`config.mk`:
```
export PLATFORM = sky130hd
export DESIGN_NAME = pipe_out_fifo
export DESIGN_NICKNAME = d
export VERILOG_FILES = /design/src/rtl/pipe_out_fifo.sv
export SDC_FILE = /design/constraint.sdc
export NUM_CORES = 1
export LEC_CHECK = 0
export BUFFER_PORTS_ARGS = -buffer_cell sky130_fd_sc_hd__buf_2
export CAP_MARGIN = 20
export CORE_MARGIN = 5
export CORE_UTILIZATION = 55
export DETAILED_ROUTE_END_ITERATION = 8
export HOLD_SLACK_MARGIN = 0.02
export PLACE_DENSITY = 0.78
export SETUP_SLACK_MARGIN = 0.1
export SYNTH_ARGS = -nofsm -noshare
export SYNTH_HDL_FRONTEND = slang
export SYNTH_SLANG_ARGS = --single-unit
export TNS_END_PERCENT = 50
```
`constraint.sdc`:
```
create_clock -name clk_i -period 3.9 [get_ports clk_i]
set_input_delay 0.39 -clock clk_i [delete_from_list [all_inputs] [get_ports clk_i]]
set_output_delay 0.39 -clock clk_i [all_outputs]
set_load 0.005 [all_outputs]
```
`src/rtl/pipe_out_fifo.sv`:
```
// pipe_out_fifo: first-word-fall-through elastic buffer placed after the
// pipeline stage. in_rdy comes from registered state only, so there is no
// combinational path from out_rdy to in_rdy.
// Optional feature: define PIPE_OUT_FIFO_STATS_EN to add the max_count
// high-water-mark output.
module pipe_out_fifo #(
  parameter int WIDTH = 5,
  parameter int DEPTH = 4,
  localparam int CW = $clog2(DEPTH + 1)
) (
  input  logic             clk_i,
  input  logic             reset_ni,
  input  logic [WIDTH-1:0] in_val,
  input  logic             in_valid,
  output logic             in_rdy,
  output logic [WIDTH-1:0] out_val,
  output logic             out_valid,
  input  logic             out_rdy,
`ifdef PIPE_OUT_FIFO_STATS_EN
  output logic [CW-1:0]    max_count,
`endif
  output logic [CW-1:0]    count
);

  localparam int PW = (DEPTH > 1) ? $clog2(DEPTH) : 1;

  logic [WIDTH-1:0] mem_r [DEPTH];
  logic [PW-1:0]    wr_ptr_r;
  logic [PW-1:0]    rd_ptr_r;
  logic [CW-1:0]    count_r;
  logic [CW-1:0]    count_next_s;
  logic             in_rdy_r;
  logic             out_valid_r;
  logic [WIDTH-1:0] out_val_s;
  logic             push_s;
  logic             pop_s;

  // Advance a pointer; DEPTH need not be a power of two, so wrap explicitly.
  function automatic logic [PW-1:0] ptr_inc(input logic [PW-1:0] p);
    if (p == PW'(DEPTH - 1)) begin
      return {PW{1'b0}};
    end else begin
      return p + PW'(1);
    end
  endfunction

  assign push_s = in_valid & in_rdy_r;
  assign pop_s  = out_valid_r & out_rdy;

  // Occupancy update: +1 on push only, -1 on pop only, otherwise hold.
  always_comb begin
    count_next_s = count_r;
    case ({push_s, pop_s})
      2'b10:   count_next_s = count_r + CW'(1);
      2'b01:   count_next_s = count_r - CW'(1);
      default: count_next_s = count_r;
    endcase
  end

  // Storage write; contents are deliberately not reset.
  always_ff @(posedge clk_i) begin
    if (push_s) begin
      mem_r[wr_ptr_r] <= in_val;
    end
  end

  // Pointers, occupancy and registered handshake flags.
  always_ff @(posedge clk_i or negedge reset_ni) begin
    if (!reset_ni) begin
      wr_ptr_r    <= {PW{1'b0}};
      rd_ptr_r    <= {PW{1'b0}};
      count_r     <= {CW{1'b0}};
      in_rdy_r    <= 1'b0;
      out_valid_r <= 1'b0;
    end else begin
      if (push_s) begin
        wr_ptr_r <= ptr_inc(wr_ptr_r);
      end
      if (pop_s) begin
        rd_ptr_r <= ptr_inc(rd_ptr_r);
      end
      count_r     <= count_next_s;
      in_rdy_r    <= (count_next_s < CW'(DEPTH));
      out_valid_r <= (count_next_s != {CW{1'b0}});
    end
  end

  // Head word is presented only while valid, zero otherwise.
  always_comb begin
    out_val_s = {WIDTH{1'b0}};
    if (out_valid_r) begin
      out_val_s = mem_r[rd_ptr_r];
    end else begin
      out_val_s = {WIDTH{1'b0}};
    end
  end

`ifdef PIPE_OUT_FIFO_STATS_EN
  logic [CW-1:0] max_count_r;

  // High-water mark; only reset clears it, saturates naturally at DEPTH.
  always_ff @(posedge clk_i or negedge reset_ni) begin
    if (!reset_ni) begin
      max_count_r <= {CW{1'b0}};
    end else if (count_next_s > max_count_r) begin
      max_count_r <= count_next_s;
    end else begin
      max_count_r <= max_count_r;
    end
  end

  assign max_count = max_count_r;
`endif

  assign in_rdy    = in_rdy_r;
  assign out_valid = out_valid_r;
  assign out_val   = out_val_s;
  assign count     = count_r;

endmodule

```
==> summary.txt, run 1 <==
ys flop type -> edfxtp_1
Seq/Total Area, Yosys -> 0.666
synth top area cells -> edfxtp_1, dfrtp_1, mux4_2
CTS tree -> built
root buffer cell -> clkbuf_4
Total Nets Final -> 114
Max Cap Violations -> 0
CTS Hold Buffers Added -> 1
port bufs -> 18
HPWL Detailed -> 1.65 mm
PostCTS Resize Cnt -> 0
worst hold path type -> in -> reg
worst-path fanout max -> 8
Startpoint Class -> flop
final period utilization -> 0.554
IO Count -> 19
clock-pin slew on the worst setup and hold paths -> 0.08 ns
Layout area overhead -> 14.0%
CTS Buffer Depth -> 2
EDFF count, synth -> 20
Setup Fix Bufs, Post-CTS -> 0
Slew HR -> 0.727
initial DRC count -> 12
WP data arrival -> 1.77 ns
power density cells -> 707 mW/mm2
Slew Limit Fails -> 0
Post-Syn Area -> 0.00124 mm2
total number of vias -> 691
final clock skew -> 0.00459 ns
Total Routing Usage GR -> 0.160
Mapped Cells -> 73
most frequent cell after synthesis -> edfxtp_1
# setup viols final -> 0
# rows -> 17
Commonest cells post-synth -> edfxtp_1, dfrtp_1, and2_1, ha_1, inv_1
layout cell share with drive strength beyond 1 -> 0.323
Initial Utilization -> 0.566
VDD IR-drop max -> 0.000411 V
final hold violations -> 0
H-tree Lvls -> 2
count of different cell masters after synthesis -> 20
R2R Path Start -> out_valid
routed len/inst -> 16.8 um
worst slew pin tran -> 0.409 ns
remaining global-route overflow -> 0
Hold Crit Depth -> 1
Hold Crit Start -> in_val[0]
initial antenna violation count -> 0
Fmax achieved -> 463 MHz
final wirelength -> 2.13 mm
core area -> 0.00219 mm2
Pre-Repair DR Iteration Count -> 3
CTS buffer count -> 5
DIE HEIGHT -> 57.5 um
element type at the critical path end -> output port
reg2reg path depth -> 8
status -> finished clean
Clock Latency Late Sink -> 0.32 ns
vias in the first global route -> 758
syn nets -> 89
min Tclk post-route -> 2.16 ns
largest area contributor in the netlist -> edfxtp_1
reg2reg end -> in_rdy
Lkg Pwr -> 0.596 nW
via/cell ratio -> 5.44
asr flop ratio synth -> 0.310
ANT cells -> 0
DRC viols -> 0
largest net degree at the start of global routing -> 10
RSZ-0062 raised after global routing -> false
Placer Congestion -> 0.743
hold endpoint -> mem_r[2][0]
Setup CP Type -> reg -> out
CP required -> 3.51 ns
Detail Route Antenna Nets -> 0
die area -> 0.00330 mm2
WHS -> 0.286 ns
syn_area_per_cell -> 17.0 um2
die width -> 57.5 um
setup TNS -> 0 ns
clk sinks -> 29
global-route wire length before repair -> 3.59 mm
Reg2Reg Setup Slack -> 1.81 ns
share of the synthesized area in the top cell type -> 0.484
synthesis-stage register bit count -> 29
YS warnings -> 0
-- per-layer routing --
layer  up-vias  wire [um]  GRT usage
met5         -          0          0
met4         0         68      0.109
met3         8         84     0.0475
met2        15       1200      0.268
met1       348        777      0.171
li1        320          -          -
-- worst max path at each step --
stage | from | endpoint | slack [ns] | cells past startpoint
finish | rd_ptr_r[0] | out_val[1] | 1.74 | 3
global route | rd_ptr_r[0] | out_val[1] | 1.63 | 3
global placement | in_valid | in_rdy | 1.86 | 8
floorplan | out_valid | in_rdy | 2.01 | 8
detailed placement | in_valid | in_rdy | 1.79 | 8
CTS | rd_ptr_r[0] | out_val[1] | 1.69 | 3
-- layout by cell type, fill, tap and decap left out, types with 2 or more instances in the layout --
cell	n
nand2_1	3
clkbuf_4	5
buf_2	18
mux2_2	2
and3_1	4
ha_1	6
edfxtp_1	20
clkinv_1	2
nor3_1	2
dfrtp_1	9
inv_1	6
mux4_2	5
and2_1	6
-- stage by stage --
stage | util | setup WS, ns | power, mW | cell area [um2] | instances
6_report | 0.645 | 1.74 | 1.00 | 1410 | 127
5_1_grt | 0.645 | 1.63 | 1.08 | 1410 | 127
3_5_place_dp | 0.618 | 1.79 | 0.858 | 1350 | 118
2_1_floorplan | - | 2.01 | 0.726 | 1240 | 73
3_3_place_gp | 0.618 | 1.86 | 0.823 | 1350 | 118
4_1_cts | 0.645 | 1.69 | 1.02 | 1410 | 127
-- worst max-delay path, cell delays in order, from the launching register on --
cell and delay (ns):
dfrtp_1 0.60, mux4_2 0.56, and2_1 0.17, buf_2 0.12
-- sequential cells by signal, summed over array words and instances (netlist names) --
signal / count
rd_ptr_r: 2
wr_ptr_r: 2
out_valid: 1
in_rdy: 1
mem_r: 20
count: 3
-- power breakdown --
group	switching (mW)	internal, mW	leakage, nW	total (mW)
clock	0.0934	0.0649	0.0300	0.158
sequential	0.0729	0.413	0.286	0.486
combinational	0.158	0.197	0.280	0.356
total	0.325	0.675	0.596	1.00
-- cell families after synthesis --
logic type	after synthesis	share of synthesized area
compound gates	3	0.0172
xor+xnor	2	0.0141
fa+ha+maj	7	0.0767
buf+inv	7	0.0272
flops	29	0.666
mux	8	0.117
simple gates	17	0.0817
-- layout make-up --
| type | instances | area, um2 |
|---|---|---|
| clock inverter | 3 | 12.5 |
| clock buffer | 5 | 37.5 |
| multi-input combinational | 37 | 380 |
| timing repair buffer | 19 | 100 |
| sequential | 29 | 826 |
| fill | 174 | 777 |
| tap | 28 | 35.0 |
| inverter | 6 | 22.5 |
Note: power is estimated with default switching activity, not from simulation.
==> run 2, diff against run 1 <==
--- a/config.mk
+++ b/config.mk
@@ -8,10 +8,10 @@
 export BUFFER_PORTS_ARGS = -buffer_cell sky130_fd_sc_hd__buf_2
 export CAP_MARGIN = 20
 export CORE_MARGIN = 5
-export CORE_UTILIZATION = 55
+export CORE_UTILIZATION = 49
 export DETAILED_ROUTE_END_ITERATION = 8
 export HOLD_SLACK_MARGIN = 0.02
-export PLACE_DENSITY = 0.78
+export PLACE_DENSITY = 0.73
 export SETUP_SLACK_MARGIN = 0.1
 export SYNTH_ARGS = -nofsm -noshare
 export SYNTH_HDL_FRONTEND = slang
==> constraint.sdc (replaced) <==
create_clock -name clk_i -period 1.7 [get_ports clk_i]
set_input_delay 0.17 -clock clk_i [delete_from_list [all_inputs] [get_ports clk_i]]
set_output_delay 0.17 -clock clk_i [all_outputs]
set_load 0.005 [all_outputs]
==> run 2 against run 1 <==
The run now ends with setup timing left; register-to-register slack got worse by 1.9 ns; final area increased by 9.6%; clock skew is 0.0069 ns higher; die area is 10% higher; via count up 0.14%; flip-flop and latch count did not move; critical path depth rose by 4; global-route usage is 1.3 points lower; hold slack got worse by 0.22 ns; cell count grew 7.9%; critical endpoint is now in_rdy.
==> summary.txt, run 2 (synthesis results as in run 1) <==
clk sinks -> 29 (unchanged)
WHS -> 0.0670 ns (-0.219 ns)
Net Sw Frac -> 0.295 (-0.0301)
Slew Limit Fails -> 0 (unchanged)
Reg2Reg Setup Slack -> -0.09 ns (-1.90 ns)
combinational share of power -> 0.386 (+0.030)
R2R Path Start -> in_rdy
die width -> 60.3 um (+4.9%)
CP required -> 1.92 ns (-1.59 ns)
Max Cap Violations -> 0 (unchanged)
Clock Latency Late Sink -> 0.32 ns (about the same)
H-tree Lvls -> 2 (unchanged)
global-route wire length before repair -> 3.51 mm (-2.3%)
critical-path cell list -> nand2_2 > ha_4 > inv_1 > fa_2 > xor2_1 > or3_1 > and2_1
WP data arrival -> 2.01 ns (+0.24 ns)
slowest cell delay on critical path -> 0.42 ns (-0.18 ns)
# setup viols final -> 7 (+7)
DRC viols -> 0 (unchanged)
worst setup margin -> -0.0864 ns (-1.83 ns)
die area -> 0.00364 mm2 (+10%)
CTS Buffer Depth -> 2 (unchanged)
worst-path fanout max -> 3 (-5)
worst slew pin tran -> 0.297 ns (-0.112 ns)
CTS buffer count -> 5 (unchanged)
status -> complete, but fails checks
final non-filler cell total -> 137 (+7.9%)
commonest cells after routing, fill and taps aside -> edfxtp_1, buf_2, dfrtp_1, buf_4
Psw -> 784 uW (+140%)
initial DRC count -> 30 (+18)
VDD IR-drop max -> 0.00135 V (+230%)
Slew HR -> 0.802 (+0.0747)
HPWL Detailed -> 1.52 mm (-8.2%)
Largest register FFs -> 20 (unchanged)
CTS tree -> built
pre-CTS setup slack -> -0.0974 ns (-1.89 ns)
slowest cell on the critical path -> dfrtp_1
Worst path top cell family by delay -> simple AND/OR/NAND/NOR gates
reg2reg end -> in_rdy
routed len/inst -> 15.6 um (-6.9%)
Total Routing Usage GR -> 0.146 (-0.0131)
final period utilization -> 1.05
layout cell share with drive strength beyond 1 -> 0.458 (+0.135)
Sequential Power Share -> 0.415 (-0.071)
Placed Cells -> 126 (+6.8%)
P_int -> 1.88 mW (+180%)
Hold Crit Depth -> 1 (unchanged)
largest net degree at the start of global routing -> 10 (unchanged)
RSZ-0062 raised after global routing -> true
clock network power share -> 0.199 (+0.041)
FILL cells -> 190 (+9.2%)
via/cell ratio -> 5.05 (-7.2%)
post-route cell area -> 0.00155 mm2 (+9.6%)
fin util -> 0.631 (-0.0144)
port bufs -> 18 (unchanged)
Fmax achieved -> 560 MHz
root buffer cell -> clkbuf_4
multi-input logic area -> 408 um2 (+7.2%)
Power, Total -> 2.66 mW (+170%)
CP Buf/Inv Count -> 1 (unchanged)
clock-pin slew on the worst setup and hold paths -> 0.09 ns (about the same)
Placer Congestion -> 0.733 (-1.4%)
reg2reg path depth -> 7 (-1)
IO Count -> 19 (unchanged)
Setup CP Type -> reg -> reg
worst hold path type -> in -> reg
total number of vias -> 692 (+0.14%)
remaining global-route overflow -> 0 (unchanged)
min Tclk post-route -> 1.79 ns
vias in the first global route -> 740 (-2.4%)
Pre-Repair DR Iteration Count -> 4 (+1)
commonest non-fill, non-tap cell in the layout -> edfxtp_1
hold endpoint -> mem_r[3][4]
Hold Crit Start -> in_val[4]
power density cells -> 1720 mW/mm2 (+140%)
DIE HEIGHT -> 60.3 um (+4.9%)
failing checks -> setup timing
final wirelength -> 2.14 mm (+0.47%)
Layout area overhead -> 24.9%
core area -> 0.00245 mm2 (+12%)
setup TNS -> -0.430 ns (-0.430 ns)
element type at the critical path end -> flop
CP startpoint -> in_rdy
Lkg Pwr -> 0.654 nW (+9.6%)
Placement Cell Area -> 0.00142 mm2 (+5.0%)
final hold violations -> 0 (unchanged)
Initial Utilization -> 0.505 (-0.0609)
# rows -> 18 (+1)
ANT cells -> 0 (unchanged)
Reg with most FFs -> mem_r
final clock skew -> 0.0114 ns (+0.00685 ns)
Detail Route Antenna Nets -> 0 (unchanged)
FF+latch area -> 827 um2 (+0.15%)
Startpoint Class -> flop
Total Nets Final -> 122 (+7.0%)
initial antenna violation count -> 0 (unchanged)
-- run 2: cell types whose count changed in the layout (fill, tap and decap cells not counted), sizes merged --
| cell | before | now |
|---|---|---|
| bufinv | 0 | 1 |
| clkbuf | 5 | 6 |
| buf | 18 | 26 |
| clkinv | 3 | 1 |
-- run 2: worst reg2reg max path: cells and delay by family (launching register included) --
kind,cells,cell delay [ns]
buffers and inverters,1,0.04
xor gates and xnor gates,1,0.16
adders and majority gates,2,0.46
and+or+nand+nor,3,0.60
DFF,1,0.42
-- run 2: layer usage --
layer  GRT usage  vias to the layer above  part of all wire
met5           0                        -                 0
met4      0.0759                        0             0.018
met3      0.0691                        4             0.063
met2       0.235                       18              0.52
met1       0.162                      335              0.40
li1            -                      335                 -
-- run 2: how the worst max path moves through the flow --
stage	endpoint	slack [ns]	cells past startpoint
after floorplan	in_rdy	-0.13	8
after global placement	in_rdy	-0.06	7
after detailed placement	in_rdy	-0.1	7
after CTS	out_val[3]	-0.11	3
after global routing	out_val[4]	-0.18	3
final	in_rdy	-0.09	7
-- run 2: area by class of cell --
cell class	count	share of cell area
Tap cell	30	0.0242
Sequential cell	29	0.534
Clock inverter	2	0.0218
Clock buffer	6	0.0267
Inverter	6	0.0145
Timing Repair Buffer	27	0.116
Multi-Input combinational cell	37	0.263
-- run 2: power by group through the flow --
| stage | Clock (mW) | Combinational, mW | Sequential [mW] |
|---|---|---|---|
| 2_1_floorplan | 0 | 0.624 | 1.07 |
| 3_3_place_gp | 0 | 0.866 | 1.11 |
| 3_5_place_dp | 0 | 0.902 | 1.13 |
| 4_1_cts | 0.539 | 0.977 | 1.11 |
| 5_1_grt | 0.579 | 1.13 | 1.14 |
| 6_report | 0.530 | 1.03 | 1.10 |
-- run 2: timing repair --
action	in CTS	in global routing
endpoints found under the setup margin	8	8
pin swaps	9	2
hold buffers	1	0
hold endpoints to repair	9	0
gates resized for setup	3	5
buffers inserted	2	0
